[src/rtl/commit_unit_if.sv]
// commit_unit_if: ROB-head / register-file / map-table / data-memory bundle
// for the in-order commit stage.
//   master : ROB/memory side, drives the head entry, its tag and ready flag,
//            and mem_ack. Receives the retire pulse and all write-side outputs.
//   slave  : commit unit, the mirror image of master.
// Signals:
//   head_entry  ROB head entry, packed as rob_entry_t
//   head_ready  head value and address are both ready
//   head_tag    ROB tag of the head entry
//   mem_ack     data memory accepted the store write
//   rob_retire  combinational retire pulse; the ROB advances its head on it
//   rf_wr_*     registered register-file write port
//   map_clear_* registered map-table clear (only if the entry still holds the tag)
//   mem_*       registered store request, address and data
//   busy        a store is outstanding

`ifndef XLEN
`define XLEN 32
`endif
`ifndef ROB_TAG_LEN
`define ROB_TAG_LEN 4
`endif

interface commit_unit_if;
    typedef struct packed {
        logic                valid;
        logic                wr_mem;
        logic [4:0]          dest_reg;
        logic [`XLEN-1:0]    dest_addr;
        logic [`XLEN-1:0]    value;
        logic                store_dep;
        logic                value_ready;
        logic                address_ready;
    } rob_entry_t;

    rob_entry_t              head_entry;
    logic                    head_ready;
    logic [`ROB_TAG_LEN-1:0] head_tag;
    logic                    mem_ack;

    logic                    rob_retire;
    logic                    rf_wr_en;
    logic [4:0]              rf_wr_idx;
    logic [`XLEN-1:0]        rf_wr_data;
    logic                    map_clear_en;
    logic [4:0]              map_clear_reg;
    logic [`ROB_TAG_LEN-1:0] map_clear_tag;
    logic                    mem_req;
    logic [`XLEN-1:0]        mem_addr;
    logic [`XLEN-1:0]        mem_data;
    logic                    busy;

    modport master (
        output head_entry, head_ready, head_tag, mem_ack,
        input  rob_retire, rf_wr_en, rf_wr_idx, rf_wr_data,
               map_clear_en, map_clear_reg, map_clear_tag,
               mem_req, mem_addr, mem_data, busy
    );

    modport slave (
        input  head_entry, head_ready, head_tag, mem_ack,
        output rob_retire, rf_wr_en, rf_wr_idx, rf_wr_data,
               map_clear_en, map_clear_reg, map_clear_tag,
               mem_req, mem_addr, mem_data, busy
    );
endinterface

[src/rtl/commit_unit.sv]
// commit_unit: in-order retirement stage below the ROB.
// Non-store heads retire in the cycle they are valid and ready, and their
// register write and map-table clear appear as one-cycle registered pulses
// in the following cycle. Store heads first issue a latched req/ack write to
// data memory and retire in the cycle mem_ack arrives.
// Ports:
//   clock          system clock, all state changes on posedge
//   reset          synchronous active-high reset
//   bus            commit_unit_if.slave (head entry in, retire/rf/map/mem out)
//   retired_count  (COMMIT_STATS_EN only) retires seen, wraps
//   store_count    (COMMIT_STATS_EN only) store retires seen, wraps
// Optional feature macro: COMMIT_STATS_EN adds the two statistics counters.

`ifndef XLEN
`define XLEN 32
`endif
`ifndef ROB_TAG_LEN
`define ROB_TAG_LEN 4
`endif

module commit_unit #(
    parameter int unsigned CNT_WIDTH = 32
) (
    input  logic                 clock,
    input  logic                 reset,
    commit_unit_if.slave         bus
`ifdef COMMIT_STATS_EN
    ,
    output logic [CNT_WIDTH-1:0] retired_count,
    output logic [CNT_WIDTH-1:0] store_count
`endif
);

    typedef enum logic {
        S_IDLE  = 1'b0,
        S_STORE = 1'b1
    } state_t;

    state_t                  r_state;
    logic                    r_rf_wr_en;
    logic [4:0]              r_rf_wr_idx;
    logic [`XLEN-1:0]        r_rf_wr_data;
    logic                    r_map_clear_en;
    logic [4:0]              r_map_clear_reg;
    logic [`ROB_TAG_LEN-1:0] r_map_clear_tag;
    logic                    r_mem_req;
    logic [`XLEN-1:0]        r_mem_addr;
    logic [`XLEN-1:0]        r_mem_data;

    logic                    w_head_ok;
    logic                    w_retire;
    logic                    w_unused_bits;

    // Head is eligible for any action only when valid and fully ready.
    assign w_head_ok = bus.head_entry.valid && bus.head_ready;

    // Retire: non-store in IDLE, or the store completing on mem_ack.
    // Gating on w_head_ok keeps retire impossible for an invalid/unready head.
    assign w_retire = !reset && w_head_ok &&
                      ((r_state == S_STORE) ? bus.mem_ack : !bus.head_entry.wr_mem);

    // Per-operand ready bits and store_dep are already folded into head_ready.
    assign w_unused_bits = ^{bus.head_entry.store_dep,
                             bus.head_entry.value_ready,
                             bus.head_entry.address_ready};

    // Commit FSM with registered write-side outputs.
    always_ff @(posedge clock) begin
        if (reset) begin
            r_state         <= S_IDLE;
            r_rf_wr_en      <= 1'b0;
            r_rf_wr_idx     <= '0;
            r_rf_wr_data    <= '0;
            r_map_clear_en  <= 1'b0;
            r_map_clear_reg <= '0;
            r_map_clear_tag <= '0;
            r_mem_req       <= 1'b0;
            r_mem_addr      <= '0;
            r_mem_data      <= '0;
        end else begin
            // Register/map pulses last exactly one cycle.
            r_rf_wr_en      <= 1'b0;
            r_rf_wr_idx     <= '0;
            r_rf_wr_data    <= '0;
            r_map_clear_en  <= 1'b0;
            r_map_clear_reg <= '0;
            r_map_clear_tag <= '0;

            case (r_state)
                S_IDLE: begin
                    if (w_head_ok) begin
                        if (!bus.head_entry.wr_mem) begin
                            // x0 is never written and never renamed.
                            if (bus.head_entry.dest_reg != 5'd0) begin
                                r_rf_wr_en      <= 1'b1;
                                r_rf_wr_idx     <= bus.head_entry.dest_reg;
                                r_rf_wr_data    <= bus.head_entry.value;
                                r_map_clear_en  <= 1'b1;
                                r_map_clear_reg <= bus.head_entry.dest_reg;
                                r_map_clear_tag <= bus.head_tag;
                            end
                        end else begin
                            // Latch the store so head changes cannot disturb it.
                            r_mem_req  <= 1'b1;
                            r_mem_addr <= bus.head_entry.dest_addr;
                            r_mem_data <= bus.head_entry.value;
                            r_state    <= S_STORE;
                        end
                    end
                end
                S_STORE: begin
                    if (bus.mem_ack) begin
                        r_mem_req  <= 1'b0;
                        r_mem_addr <= '0;
                        r_mem_data <= '0;
                        r_state    <= S_IDLE;
                    end
                end
                default: begin
                    r_state <= S_IDLE;
                end
            endcase
        end
    end

    assign bus.rob_retire    = w_retire;
    assign bus.rf_wr_en      = r_rf_wr_en;
    assign bus.rf_wr_idx     = r_rf_wr_idx;
    assign bus.rf_wr_data    = r_rf_wr_data;
    assign bus.map_clear_en  = r_map_clear_en;
    assign bus.map_clear_reg = r_map_clear_reg;
    assign bus.map_clear_tag = r_map_clear_tag;
    assign bus.mem_req       = r_mem_req;
    assign bus.mem_addr      = r_mem_addr;
    assign bus.mem_data      = r_mem_data;
    assign bus.busy          = (r_state == S_STORE);

`ifdef COMMIT_STATS_EN
    logic [CNT_WIDTH-1:0] r_retired_count;
    logic [CNT_WIDTH-1:0] r_store_count;

    // Retire statistics, wrapping naturally at 2^CNT_WIDTH.
    always_ff @(posedge clock) begin
        if (reset) begin
            r_retired_count <= '0;
            r_store_count   <= '0;
        end else begin
            if (w_retire) begin
                r_retired_count <= r_retired_count + CNT_WIDTH'(1);
            end
            if (w_retire && (r_state == S_STORE)) begin
                r_store_count <= r_store_count + CNT_WIDTH'(1);
            end
        end
    end

    assign retired_count = r_retired_count;
    assign store_count   = r_store_count;
`else
    logic [CNT_WIDTH-1:0] w_unused_cnt;
    assign w_unused_cnt = '0;
`endif

endmodule

[src/flat_wrapper.sv]
// flat-port wrapper written by rule: the top's interface ports become plain ports
module commit_unit_flat 
#(
    parameter int unsigned CNT_WIDTH = 32
)
  (clock, reset, bus_head_entry, bus_head_ready, bus_head_tag, bus_mem_ack, bus_rob_retire, bus_rf_wr_en, bus_rf_wr_idx, bus_rf_wr_data, bus_map_clear_en, bus_map_clear_reg, bus_map_clear_tag, bus_mem_req, bus_mem_addr, bus_mem_data, bus_busy);
  commit_unit_if bus_i ();
  input  logic clock;
  input  logic reset;
  input wire logic [$bits(bus_i.head_entry)-1:0] bus_head_entry;
  input wire logic [$bits(bus_i.head_ready)-1:0] bus_head_ready;
  input wire logic [$bits(bus_i.head_tag)-1:0] bus_head_tag;
  input wire logic [$bits(bus_i.mem_ack)-1:0] bus_mem_ack;
  output wire logic [$bits(bus_i.rob_retire)-1:0] bus_rob_retire;
  output wire logic [$bits(bus_i.rf_wr_en)-1:0] bus_rf_wr_en;
  output wire logic [$bits(bus_i.rf_wr_idx)-1:0] bus_rf_wr_idx;
  output wire logic [$bits(bus_i.rf_wr_data)-1:0] bus_rf_wr_data;
  output wire logic [$bits(bus_i.map_clear_en)-1:0] bus_map_clear_en;
  output wire logic [$bits(bus_i.map_clear_reg)-1:0] bus_map_clear_reg;
  output wire logic [$bits(bus_i.map_clear_tag)-1:0] bus_map_clear_tag;
  output wire logic [$bits(bus_i.mem_req)-1:0] bus_mem_req;
  output wire logic [$bits(bus_i.mem_addr)-1:0] bus_mem_addr;
  output wire logic [$bits(bus_i.mem_data)-1:0] bus_mem_data;
  output wire logic [$bits(bus_i.busy)-1:0] bus_busy;
  assign bus_i.head_entry = bus_head_entry;
  assign bus_i.head_ready = bus_head_ready;
  assign bus_i.head_tag = bus_head_tag;
  assign bus_i.mem_ack = bus_mem_ack;
  assign bus_rob_retire = bus_i.rob_retire;
  assign bus_rf_wr_en = bus_i.rf_wr_en;
  assign bus_rf_wr_idx = bus_i.rf_wr_idx;
  assign bus_rf_wr_data = bus_i.rf_wr_data;
  assign bus_map_clear_en = bus_i.map_clear_en;
  assign bus_map_clear_reg = bus_i.map_clear_reg;
  assign bus_map_clear_tag = bus_i.map_clear_tag;
  assign bus_mem_req = bus_i.mem_req;
  assign bus_mem_addr = bus_i.mem_addr;
  assign bus_mem_data = bus_i.mem_data;
  assign bus_busy = bus_i.busy;
  commit_unit #(.CNT_WIDTH(CNT_WIDTH)) u_core (.clock(clock), .reset(reset), .bus(bus_i));
endmodule
[config.mk]
export PLATFORM = sky130hd
export DESIGN_NAME = commit_unit_flat
export DESIGN_NICKNAME = d
export VERILOG_FILES = /design/src/rtl/commit_unit_if.sv /design/src/rtl/commit_unit.sv /design/src/flat_wrapper.sv
export SDC_FILE = /design/constraint.sdc
export NUM_CORES = 1
export LEC_CHECK = 0
export CORE_ASPECT_RATIO = 1.4
export CORE_MARGIN = 2
export CORE_UTILIZATION = 42
export DETAILED_ROUTE_END_ITERATION = 10
export PLACE_DENSITY_LB_ADDON = 0.25
export REMOVE_ABC_BUFFERS = 1
export SYNTH_ARGS = -nofsm -noshare
export SYNTH_HDL_FRONTEND = slang
export SYNTH_SLANG_ARGS = --single-unit
[constraint.sdc]
create_clock -name clock -period 2.3 [get_ports clock]
set_input_delay 0.23 -clock clock [delete_from_list [all_inputs] [get_ports clock]]
set_output_delay 0.23 -clock clock [all_outputs]
set_load 0.005 [all_outputs]
After elaboration in Yosys (flattened, before gate mapping)
Index checks and enable logic that the tools add are counted.
{"block": "word_totals", "regBits": 108, "in_bits": 82, "wordCells": 40, "output_inout_bits": 115}
{"block": "op_classes", "reduce_logical": 9, "eq_ne": 3, "bitwise_logic": 3, "muxes": 17}
{"cell": "two-way mux 32 bit", "n": 5}
{"cell": "case mux 32 bit (2 select lines)", "n": 2}
{"cell": "two-way mux 1 bit", "n": 8}
{"cell": "nonzero test 5 bit", "n": 1}
{"cell": "OR reduction 5 bit", "n": 1}
{"cell": "!= test 2 bit (second input constant)", "n": 2}
{"cell": "case mux 1 bit (2 select lines)", "n": 2}
{"cell": "OR reduction 4 bit", "n": 1}
{"cell": "logical AND 1 bit", "n": 3}
{"cell": "inverter 1 bit", "n": 3}
{"cell": "AND reduction 3 bit", "n": 1}
{"cell": "zero test 1 bit", "n": 2}
{"cell": "!= test 2 x 1 -> 1 bit (second input constant)", "n": 1}

Logic depth before layout (Yosys ltp)
Gate-level depths: netlist of run 1.
{"block": "logic_depth", "depth_word": 3, "mapped_depth": 5, "mapped_depth_nobuf": 3}

Worst setup path after synthesis of run 1
OpenSTA, ideal clock, no wires.
{"block": "synth_path", "path_kind": "input to register", "startpoint": "in bus_head_entry[67]", "endpoint": "reg u_core.r_map_clear_tag[2], in the netlist u_core.bus.map_clear_tag[2]", "slack_ns": 0.900, "path_buffers": 1, "path_stages": 4, "required_ns": 2.187, "arrival_time_ns": 1.287, "setup_ns": 0.113, "path_cell_list": "or4_4 o211a_4 buf_6 and2_4"}
{"block": "synth_via", "elab_chain_len": 3}
{"element": "start, declared", "line_no": "flat_wrapper.sv:10", "source": "input wire logic [$bits(bus_i.head_entry)-1:0] bus_head_entry;"}
{"element": "nonzero test 5 bit", "line_no": "commit_unit.sv:94", "source": "if (bus.head_entry.dest_reg != 5'd0) begin"}
{"element": "inverter 1 bit (no source line)"}
{"element": "OR reduction 5 bit (no source line)"}
{"element": "end signal, assigned", "line_no": "commit_unit.sv:100", "source": "r_map_clear_tag <= bus.head_tag;"}
{"element": "end, declared", "line_no": "commit_unit.sv:45", "source": "logic [`ROB_TAG_LEN-1:0] r_map_clear_tag;"}
No other way between the ends.
A chain may end at the register's enable or synchronous reset.

Worst setup path after layout of run 1
{"block": "layout_path", "startpoint": "reg u_core.r_state, in the netlist u_core.bus.busy", "endpoint": "out bus_rob_retire"}
{"block": "layout_via", "elab_chain_len": 2}
{"element": "start, declared", "line_no": "commit_unit.sv:39", "source": "state_t r_state;"}
{"element": "start signal, assigned", "line_no": "commit_unit.sv:70", "source": "r_state <= S_IDLE;"}
{"element": "start signal, assigned", "line_no": "commit_unit.sv:107", "source": "r_state <= S_STORE;"}
{"element": "start signal, assigned", "line_no": "commit_unit.sv:116", "source": "r_state <= S_IDLE;"}
{"element": "two-way mux 1 bit", "line_no": "commit_unit.sv:60", "source": "((r_state == S_STORE) ? bus.mem_ack : !bus.head_entry.wr_mem);"}
{"element": "logical AND 1 bit", "line_no": "commit_unit.sv:59", "source": "assign w_retire = !reset && w_head_ok &&"}
{"element": "end, declared", "line_no": "flat_wrapper.sv:14", "source": "output wire logic [$bits(bus_i.rob_retire)-1:0] bus_rob_retire;"}
No other way between the ends.

==> results.md, run 1 <==
* Status: completed
* Synth top cells by count: dfxtp_1, nand2b_1, nand3_1, o21ai_1, and2_1
* DRC viols at 0
* Fin nets at 646
* Die X at 84.05 µm
* Via count at 3230
* GRT overflow at 0
* Fin crit share at 85.34%
* CP max FO at 7
* # rows at 40
* CP max-delay cell: clkdlybuf4s50_1
* WP data required at 2.07 ns
* Clock group share of total power at 39.3%
* Mapped Cells at 390
* Yosys warns at 0
* Via-to-Cell Ratio at 4.792
* Final hold violation count at 0
* CP max stage delay at 0.50 ns
* Pwr dens at 648.4 nW/µm²
* # diodes at 0
* Clk root buf: clkbuf_16
* Relative slew slack at 73.88%
* Core region area at 8658 µm²
* Die H at 116.1 µm
* Fin crit period at 1.963 ns
* Critical-path cell list: nand2_1, o21ai_0, and4b_1, clkdlybuf4s50_1
* Slew @ Worst Pin at 0.3898 ns
* CTS Buffer Depth at 2
* Total CTS buffers at 9
* FFs w/ async S/R, synth at 0%
* Worst hold slack at 0.3606 ns
* Post-synth EDFFs at 0
* Antenna violations before repair at 0
* FF+latch count, synth at 108
* Slew Limit Fails at 0
* Clk sink count at 108
* Clock latency at the later pin of the worst-skew pair at 0.34 ns
* Post_cts resized at 0
* Fmax at 509.5 MHz
* Number of setup buffers added after CTS at 0
* Avg WL per Cell at 14.23 µm
* Sw Share at 22.23%
* Most area-consuming cells after synthesis: dfxtp_1, nand2b_1, nand3_1, o21ai_1, and2_1
* CP startpoint kind: register
* Net Sw Power at 867.9 µW
* Sum of negative setup slack at 0 ns
* Seq/Total Area, Yosys at 57.39%
* Drt pass-1 iters at 4
* Clock Skew at 0.004406 ns
* HPWL Detailed at 6981 µm
* Final setup viols at 0
* Count leader, synth: dfxtp_1
* Combinational share of power at 10.9%
* Antenna Nets Post-Route at 0
* Pleak at 0.002208 µW
* Post-route cell area at 6022 µm²
* Die area at 9754 µm²
* GRT Total Usage at 19.44%
* Layout Utilization at 69.55%
* Initial core utilization at 43.51%
* Number of max-cap violations at 0
* Ports at 197
* Int Power at 3037 µW
* Vias in the first global route at 3119
* Reg clk slew, reported paths at 0.07 ns
* CTS tree: done
* CP endpoint kind: primary output
* Area growth from synthesis to layout at 59.85%
* Avg Cell Area, Syn at 9.660 µm²
* PortBufs at 193
* Layout cells sized above 1 at 6.503%
* Type of the tightest min-delay check: input pin to register
* Crit path arrival time at 1.73 ns
* Hold buffers post-CTS at 0
* # H-tree levels at 3
* Yosys cell types at 22
* Global-route wire length before repair at 15090 µm
* Seq pwr share at 49.8%
* Mapped cell area at 3767 µm²
* GPL Wtd Cong at 0.7536
* Synth area leader: dfxtp_1
* DP Area at 5720 µm²
* Largest net degree at the start of global routing at 69
* Peak supply drop at 0.4590 mV
* Overall Power at 3905 µW
* RSZ-0062 raised after global routing: false
* Routed WL at 9593 µm
* Top cell type's share of synthesized area at 57.39%
* Main synth FF type: dfxtp_1
* Setup CP Type: register to primary output
* DRT iter0 DRCs at 128
## registers in the layout, indices dropped and copies added, names as in the netlist
signal / flops
u_core.bus.rf_wr_en: 1
u_core.bus.mem_req: 1
u_core.bus.mem_data: 32
u_core.bus.rf_wr_data: 32
u_core.bus.map_clear_tag: 4
u_core.bus.rf_wr_idx: 5
u_core.bus.mem_addr: 32
u_core.bus.busy: 1
## cells in the final DEF (no fill, tap or decap), types with 2 or more instances in the layout
cell type / netlist / layout
nand3_1: 64 / 64
clkinvlp_4: 0 / 2
buf_4: 6 / 4
and2_1: 25 / 25
clkdlybuf4s50_1: 0 / 192
o21ai_1: 64 / 64
clkbuf_16: 0 / 9
and2_4: 11 / 11
dfxtp_1: 108 / 108
a21oi_1: 2 / 2
nand2b_1: 65 / 65
and3_1: 5 / 5
nand2_1: 2 / 2
clkinv_4: 0 / 2
buf_12: 0 / 2
## final cells by class
| cell class | instances | area, µm² |
|---|---|---|
| timing repair buffer | 199 | 1997 |
| multi-input combinational | 246 | 1430 |
| sequential | 108 | 2162 |
| clock buffer | 9 | 225.2 |
| tap | 105 | 131.4 |
| fill | 702 | 2636 |
| clock inverter | 7 | 76.32 |
## power groups by stage
stage                     Combinational (µW)  Clock, µW  Sequential [µW]
after global placement                   420          0             1980
after CTS                                430       1570             1940
after global routing                     460       1640             1950
after floorplan                          118          0             1990
final                                    425       1540             1940
after detailed placement                 427          0             1990
## per-layer routing
metal	vias to the layer above	part of all wire, %	track usage (%)
met5	-	0	0
met4	0	2.4	11.08
met3	14	4.8	3.917
met2	107	54	35.50
met1	1463	39	20.81
li1	1646	-	-
## worst max-delay path: cells and delay by family (launching register included)
family | cells | cell delay [ns]
and+or+nand+nor | 2 | 0.31
AOI/OAI and AO/OA | 1 | 0.09
DFF | 1 | 0.49
buffers and inverters | 1 | 0.50
## logic make-up (layout without fill, tap and decap cells)
kind of cell	Yosys count	count (layout)	synth area share (%)
DFF	108	108	57.39
AOI/OAI and AO/OA	69	69	9.598
buffers and inverters	36	215	4.849
and+or+nand+nor	177	177	28.16
## final timing paths
path	start	endpoint	slack, ns	cells after the start
max reg2reg	u_core.bus.busy	u_core.bus.mem_addr[10]	0.81	4
min	reset	u_core.bus.rf_wr_idx[0]	0.36	3
min reg2reg	u_core.bus.mem_addr[4]	u_core.bus.mem_addr[4]	0.45	2
max	u_core.bus.busy	bus_rob_retire	0.34	4
## stage by stage
stage	cells	worst slack, ns
detailed placement	658	0.3874
CTS	674	0.3240
finish	674	0.3372
floorplan	354	-1.757
global placement	658	0.4043
global route	674	0.2164
No activity file was read; power rests on OpenSTA's default activity.
==> run 2: changes to the inputs <==
==> constraint.sdc (replaced) <==
create_clock -name clock -period 2.3 [get_ports clock]
set_input_delay 0.23 -clock clock [delete_from_list [all_inputs] [get_ports clock]]
set_output_delay 0.23 -clock clock [all_outputs]
set_load 0.05 [all_outputs]
==> run 2 against run 1 <==
Net effect: clock power grew 13%; via count shrank 0.19%; first-iteration DRC count shrank 18%; combinational power grew 43%; utilization grew 0.32 points; sequential cell count is the same; clock-buffer cell count grew 1; design area grew 0.46%; critical path type unchanged; largest cell class unchanged; largest power group unchanged.
==> results.md, run 2 (synthesis results as in run 1) <==
* Clock Skew at 0.009025 ns (+0.004619 ns)
* Die X at 84.05 µm (unchanged)
* Sum of negative setup slack at 0 ns (unchanged)
* HPWL Detailed at 6911 µm (-1.0%)
* WP data required at 2.07 ns (about the same)
* # diodes at 0 (unchanged)
* GRT overflow at 0 (unchanged)
* Top sig layer: met4
* CP startpoint kind: register
* WL met3 at 563 µm (+22%)
* Ports at 197 (unchanged)
* Layout cells sized above 1 at 6.349% (-0.15 points)
* Reg area at 2162 µm² (unchanged)
* Commonest non-fill, non-tap cell in the layout: clkdlybuf4s50_1
* Avg WL per Cell at 14.26 µm (+0.17%)
* Die area at 9754 µm² (unchanged)
* Fin nets at 645 (-0.15%)
* Hold buffers post-CTS at 0 (unchanged)
* Layout Utilization at 69.87% (+0.32 points)
* Fin crit period at 1.903 ns (-0.05961 ns)
* Pwr dens at 708.8 nW/µm² (+9.3%)
* Overall Power at 4288 µW (+9.8%)
* Final setup viols at 0 (unchanged)
* Setup CP Type: register to primary output
* Fmax at 525.4 MHz (+3.1%)
* Fillers at 669 (-4.7%)
* Peak supply drop at 0.6096 mV (+33%)
* CTS Buffer Depth at 2 (unchanged)
* Crit path arrival time at 1.67 ns (-0.06 ns)
* Largest net degree at the start of global routing at 71 (+2.9%)
* RSZ-0062 raised after global routing: false
* Non-Filler Instances at 672 (-0.30%)
* Post_cts resized at 0 (unchanged)
* Met2 routed WL at 5088 µm (-1.1%)
* Antenna violations before repair at 0 (unchanged)
* CP bufs+invs at 1 (unchanged)
* DRT iter0 DRCs at 105 (-18%)
* Pleak at 0.002232 µW (+1.1%)
* Via count at 3224 (-0.19%)
* Final hold violation count at 0 (unchanged)
* Slew Limit Fails at 0 (unchanged)
* Status: completed
* Routed WL at 9581 µm (-0.13%)
* Global-route wire length before repair at 15190 µm (+0.64%)
* CP max-delay cell: clkdlybuf4s50_1
* CP endpoint kind: primary output
* GPL Wtd Cong at 0.7328 (-2.8%)
* Area growth from synthesis to layout at 60.58%
* Post-route cell area at 6050 µm² (+0.46%)
* Area of the multi-input gates at 1430 µm² (unchanged)
* Via-to-Cell Ratio at 4.798 (+0.11%)
* Slew @ Worst Pin at 0.5621 ns (+0.1723 ns)
* Vias in the first global route at 3117 (-0.064%)
* GRT Total Usage at 19.60% (+0.16 points)
* DP Area at 5710 µm² (-0.17%)
* DRC viols at 0 (unchanged)
* Fin crit share at 82.75% (-2.6 points)
* Drt pass-1 iters at 4 (unchanged)
* Number of setup buffers added after CTS at 0 (unchanged)
* Type of the tightest min-delay check: input pin to register
* # H-tree levels at 3 (unchanged)
* Antenna Nets Post-Route at 0 (unchanged)
* CP max FO at 7 (unchanged)
* Initial core utilization at 43.51% (unchanged)
* Number of max-cap violations at 0 (unchanged)
* PortBufs at 193 (unchanged)
* CP max stage delay at 0.87 ns (+0.37 ns)
* Clk sink count at 108 (unchanged)
* Most frequent cells in the layout: clkdlybuf4s50_1, dfxtp_1, nand2b_1
* Total CTS buffers at 9 (unchanged)
* Critical path's top delay family: buffers and inverters
* Critical-path cell list: clkdlybuf4s50_1
* Clk root buf: clkbuf_16
* Met1 WL at 3635 µm (-3.2%)
* Dpl cells at 657 (-0.15%)
* Reg clk slew, reported paths at 0.07 ns (about the same)
* CTS tree: done
* Die H at 116.1 µm (unchanged)
* # rows at 40 (unchanged)
* Clock latency at the later pin of the worst-skew pair at 0.35 ns (about the same)
* Core region area at 8658 µm² (unchanged)
* Relative slew slack at 62.41% (-11 points)
[run 2: changes by cell type in the layout (fill, tap and decap cells not counted), sizes merged]
cell | previous run | this run
bufinv | 1 | 3
clkbuf | 9 | 10
clkdlybuf4s50 | 192 | 191
clkinv | 3 | 2
clkinvlp | 2 | 0
inv | 1 | 0
[run 2: where the power goes]
| group | switching [µW] | internal [µW] |
|---|---|---|
| Sequential | 23.1 | 1920 |
| Clock | 654 | 1080 |
| Combinational | 340 | 265 |
[run 2: area by class of cell]
class                      count  share of cell area, %
sequential                   108                  35.74
timing repair buffer         198                  32.84
multi-input combinational    246                  23.64
clock buffer                  10                  3.950
tap                          105                  2.172
clock inverter                 5                  1.655
[run 2: worst paths after layout]
kind,startpoint,endpoint,slack (ns),cells after the start
min reg2reg,u_core.bus.mem_addr[7],u_core.bus.mem_addr[7],0.45,2
max reg2reg,u_core.bus.busy,u_core.bus.mem_addr[10],0.84,4
min,reset,u_core.bus.mem_req,0.30,2
max,u_core.bus.busy,bus_busy,0.40,1
[run 2: routing by layer]
layer / GRT usage (%) / up-vias
met4: 10.75 / 0
li1: - / 1633
met2: 35.98 / 110
met3: 4.772 / 20
met5: 0 / -
met1: 20.47 / 1461
[run 2: through the flow]
stage               setup WS [ns]  hold WS, ns
floorplan                  -1.994       0.2991
global placement           0.4159       0.4430
detailed placement         0.3853       0.4473
CTS                        0.3749       0.3010
global route               0.3364       0.3449
finish                     0.3968       0.3046
==> run 3: changes to the inputs <==
--- a/config.mk
+++ b/config.mk
@@ -7,7 +7,7 @@
 export LEC_CHECK = 0
 export CORE_ASPECT_RATIO = 1.4
 export CORE_MARGIN = 2
-export CORE_UTILIZATION = 42
+export CORE_UTILIZATION = 39
 export DETAILED_ROUTE_END_ITERATION = 10
 export PLACE_DENSITY_LB_ADDON = 0.25
 export REMOVE_ABC_BUFFERS = 1
==> constraint.sdc (replaced) <==
create_clock -name clock -period 1.8 [get_ports clock]
set_input_delay 0.18 -clock clock [delete_from_list [all_inputs] [get_ports clock]]
set_output_delay 0.18 -clock clock [all_outputs]
set_load 0.05 [all_outputs]
==> run 3 against run 2 <==
Net effect: sequential share of layout area fell by 0.11 points; global-route usage fell by 1.5 points; clock power rose by 21%; register-to-register slack worse by 0.62 ns; design area up 0.31%; critical path depth unchanged; cell count grew 1.2%; clock-buffer cell count stayed put; highest routed layer unchanged.
==> results.md, run 3 (synthesis results as in run 1) <==
* Status: completed
* Most frequent cells in the layout: clkdlybuf4s50_1, dfxtp_1, nand2b_1
* GRT Total Usage at 18.10% (-1.5 points)
* Final setup viols at 0 (unchanged)
* Number of max-cap violations at 0 (unchanged)
* Reg clk slew, reported paths at 0.07 ns (about the same)
* Global-route wire length before repair at 14680 µm (-3.3%)
* WP data required at 1.62 ns (-0.45 ns)
* RSZ-0062 raised after global routing: false
* Area growth from synthesis to layout at 61.08%
* CP startpoint kind: register
* Die H at 120.3 µm (+3.6%)
* Total CTS buffers at 9 (unchanged)
* Critical path's top delay family: buffers and inverters
* # rows at 42 (+5.0%)
* Core region area at 9407 µm² (+8.6%)
* Pleak at 0.002227 µW (-0.20%)
* Place WS at -0.08344 ns (-0.4688 ns)
* Drt pass-1 iters at 4 (unchanged)
* Fin crit period at 1.697 ns
* PortBufs at 193 (unchanged)
* Antenna Nets Post-Route at 0 (unchanged)
* Fin crit share at 94.25%
* Reg area at 2162 µm² (unchanged)
* Slew Limit Fails at 0 (unchanged)
* Seq pwr share at 46.3% (+1.0 points)
* Largest net degree at the start of global routing at 69 (-2.8%)
* Clock latency at the later pin of the worst-skew pair at 0.34 ns (about the same)
* Relative slew slack at 61.18% (-1.2 points)
* CP max stage delay at 0.86 ns (about the same)
* Net Sw Power at 1311 µW (+29%)
* CP endpoint kind: primary output
* Pwr dens at 883.8 nW/µm² (+25%)
* Crit path arrival time at 1.52 ns (-0.15 ns)
* Area of the multi-input gates at 1430 µm² (unchanged)
* CTS tree: done
* DRC viols at 0 (unchanged)
* Fin nets at 647 (+0.31%)
* Type of the tightest min-delay check: input pin to register
* Clk sink count at 108 (unchanged)
* Sum of negative setup slack at 0 ns (unchanged)
* Clk root buf: clkbuf_16
* HPWL Detailed at 6835 µm (-1.1%)
* Ports at 197 (unchanged)
* CTS Buffer Depth at 2 (unchanged)
* Layout cells sized above 1 at 7.018% (+0.67 points)
* Die X at 87.07 µm (+3.6%)
* Layout Utilization at 64.51% (-5.4 points)
* Slew @ Worst Pin at 0.5804 ns (+0.01837 ns)
* Sw Share at 24.44% (+0.70 points)
* Antenna violations before repair at 0 (unchanged)
* Number of setup buffers added after CTS at 0 (unchanged)
* Commonest non-fill, non-tap cell in the layout: clkdlybuf4s50_1
* Avg WL per Cell at 14.02 µm (-1.6%)
* CP max FO at 2 (-5)
* # diodes at 0 (unchanged)
* DRT iter0 DRCs at 93 (-11%)
* Int Power at 4053 µW (+24%)
* Combinational share of power at 14.5% (+0.4 points)
* Clock Skew at 0.003208 ns (-0.005818 ns)
* CP bufs+invs at 1 (unchanged)
* Critical-path cell list: clkdlybuf4s50_1
* Clock group share of total power at 39.2% (-1.3 points)
* CP max-delay cell: clkdlybuf4s50_1
* Hold buffers post-CTS at 0 (unchanged)
* Post_cts resized at 0 (unchanged)
* Via count at 3269 (+1.4%)
* Initial core utilization at 40.05% (-3.5 points)
* GRT overflow at 0 (unchanged)
* Fillers at 785 (+17%)
* GPL Wtd Cong at 0.7460 (+1.8%)
* Via-to-Cell Ratio at 4.807 (+0.20%)
* Routed WL at 9536 µm (-0.47%)
* Final hold violation count at 0 (unchanged)
* Fmax at 589.4 MHz
* Setup ws final at 0.1034 ns (-0.2933 ns)
* # H-tree levels at 3 (unchanged)
* Die area at 10470 µm² (+7.4%)
* Peak supply drop at 0.6357 mV (+4.3%)
* Setup CP Type: register to primary output
* Vias in the first global route at 2948 (-5.4%)
[run 3: final timing paths]
path	start	cells past startpoint	slack [ns]	end
hold / removal	reset	3	0.29	u_core.bus.mem_data[7]
hold reg to reg	u_core.bus.mem_addr[15]	2	0.45	u_core.bus.mem_addr[15]
setup reg to reg	u_core.bus.busy	4	0.22	u_core.bus.mem_data[25]
setup / recovery	u_core.bus.mem_data[10]	1	0.10	bus_mem_data[10]
[run 3: layer usage]
layer  vias to the layer above  GRT usage (%)  wire (µm)
met5                         -              0          0
met4                         0          10.55        348
met3                        21          4.232        644
met2                       126          30.15       4799
met1                      1480          20.79       3744
li1                       1642              -          -
[run 3: power groups by stage]
stage	Combinational, µW	Sequential (µW)	Clock [µW]
floorplan	152	2780	0
detailed placement	784	2540	0
CTS	787	2480	2170
global route	826	2490	2260
global placement	777	2540	0
finish	778	2480	2100
[run 3: cell type report]
type	count	area share [%]
clock inverter	6	1.443
timing repair buffer	200	33.15
clock buffer	10	3.938
multi-input combinational	246	23.57
sequential	108	35.63
tap	110	2.268
[run 3: through the flow]
| stage | instances | total power, µW | hold slack, ns | cell area (µm²) |
|---|---|---|---|---|
| floorplan | 354 | 2930 | 0.2491 | 3585 |
| global placement | 664 | 3314 | 0.4426 | 5742 |
| detailed placement | 664 | 3324 | 0.4475 | 5742 |
| CTS | 680 | 5439 | 0.2925 | 6068 |
| global route | 680 | 5581 | 0.3230 | 6068 |
| finish | 680 | 5363 | 0.2894 | 6068 |
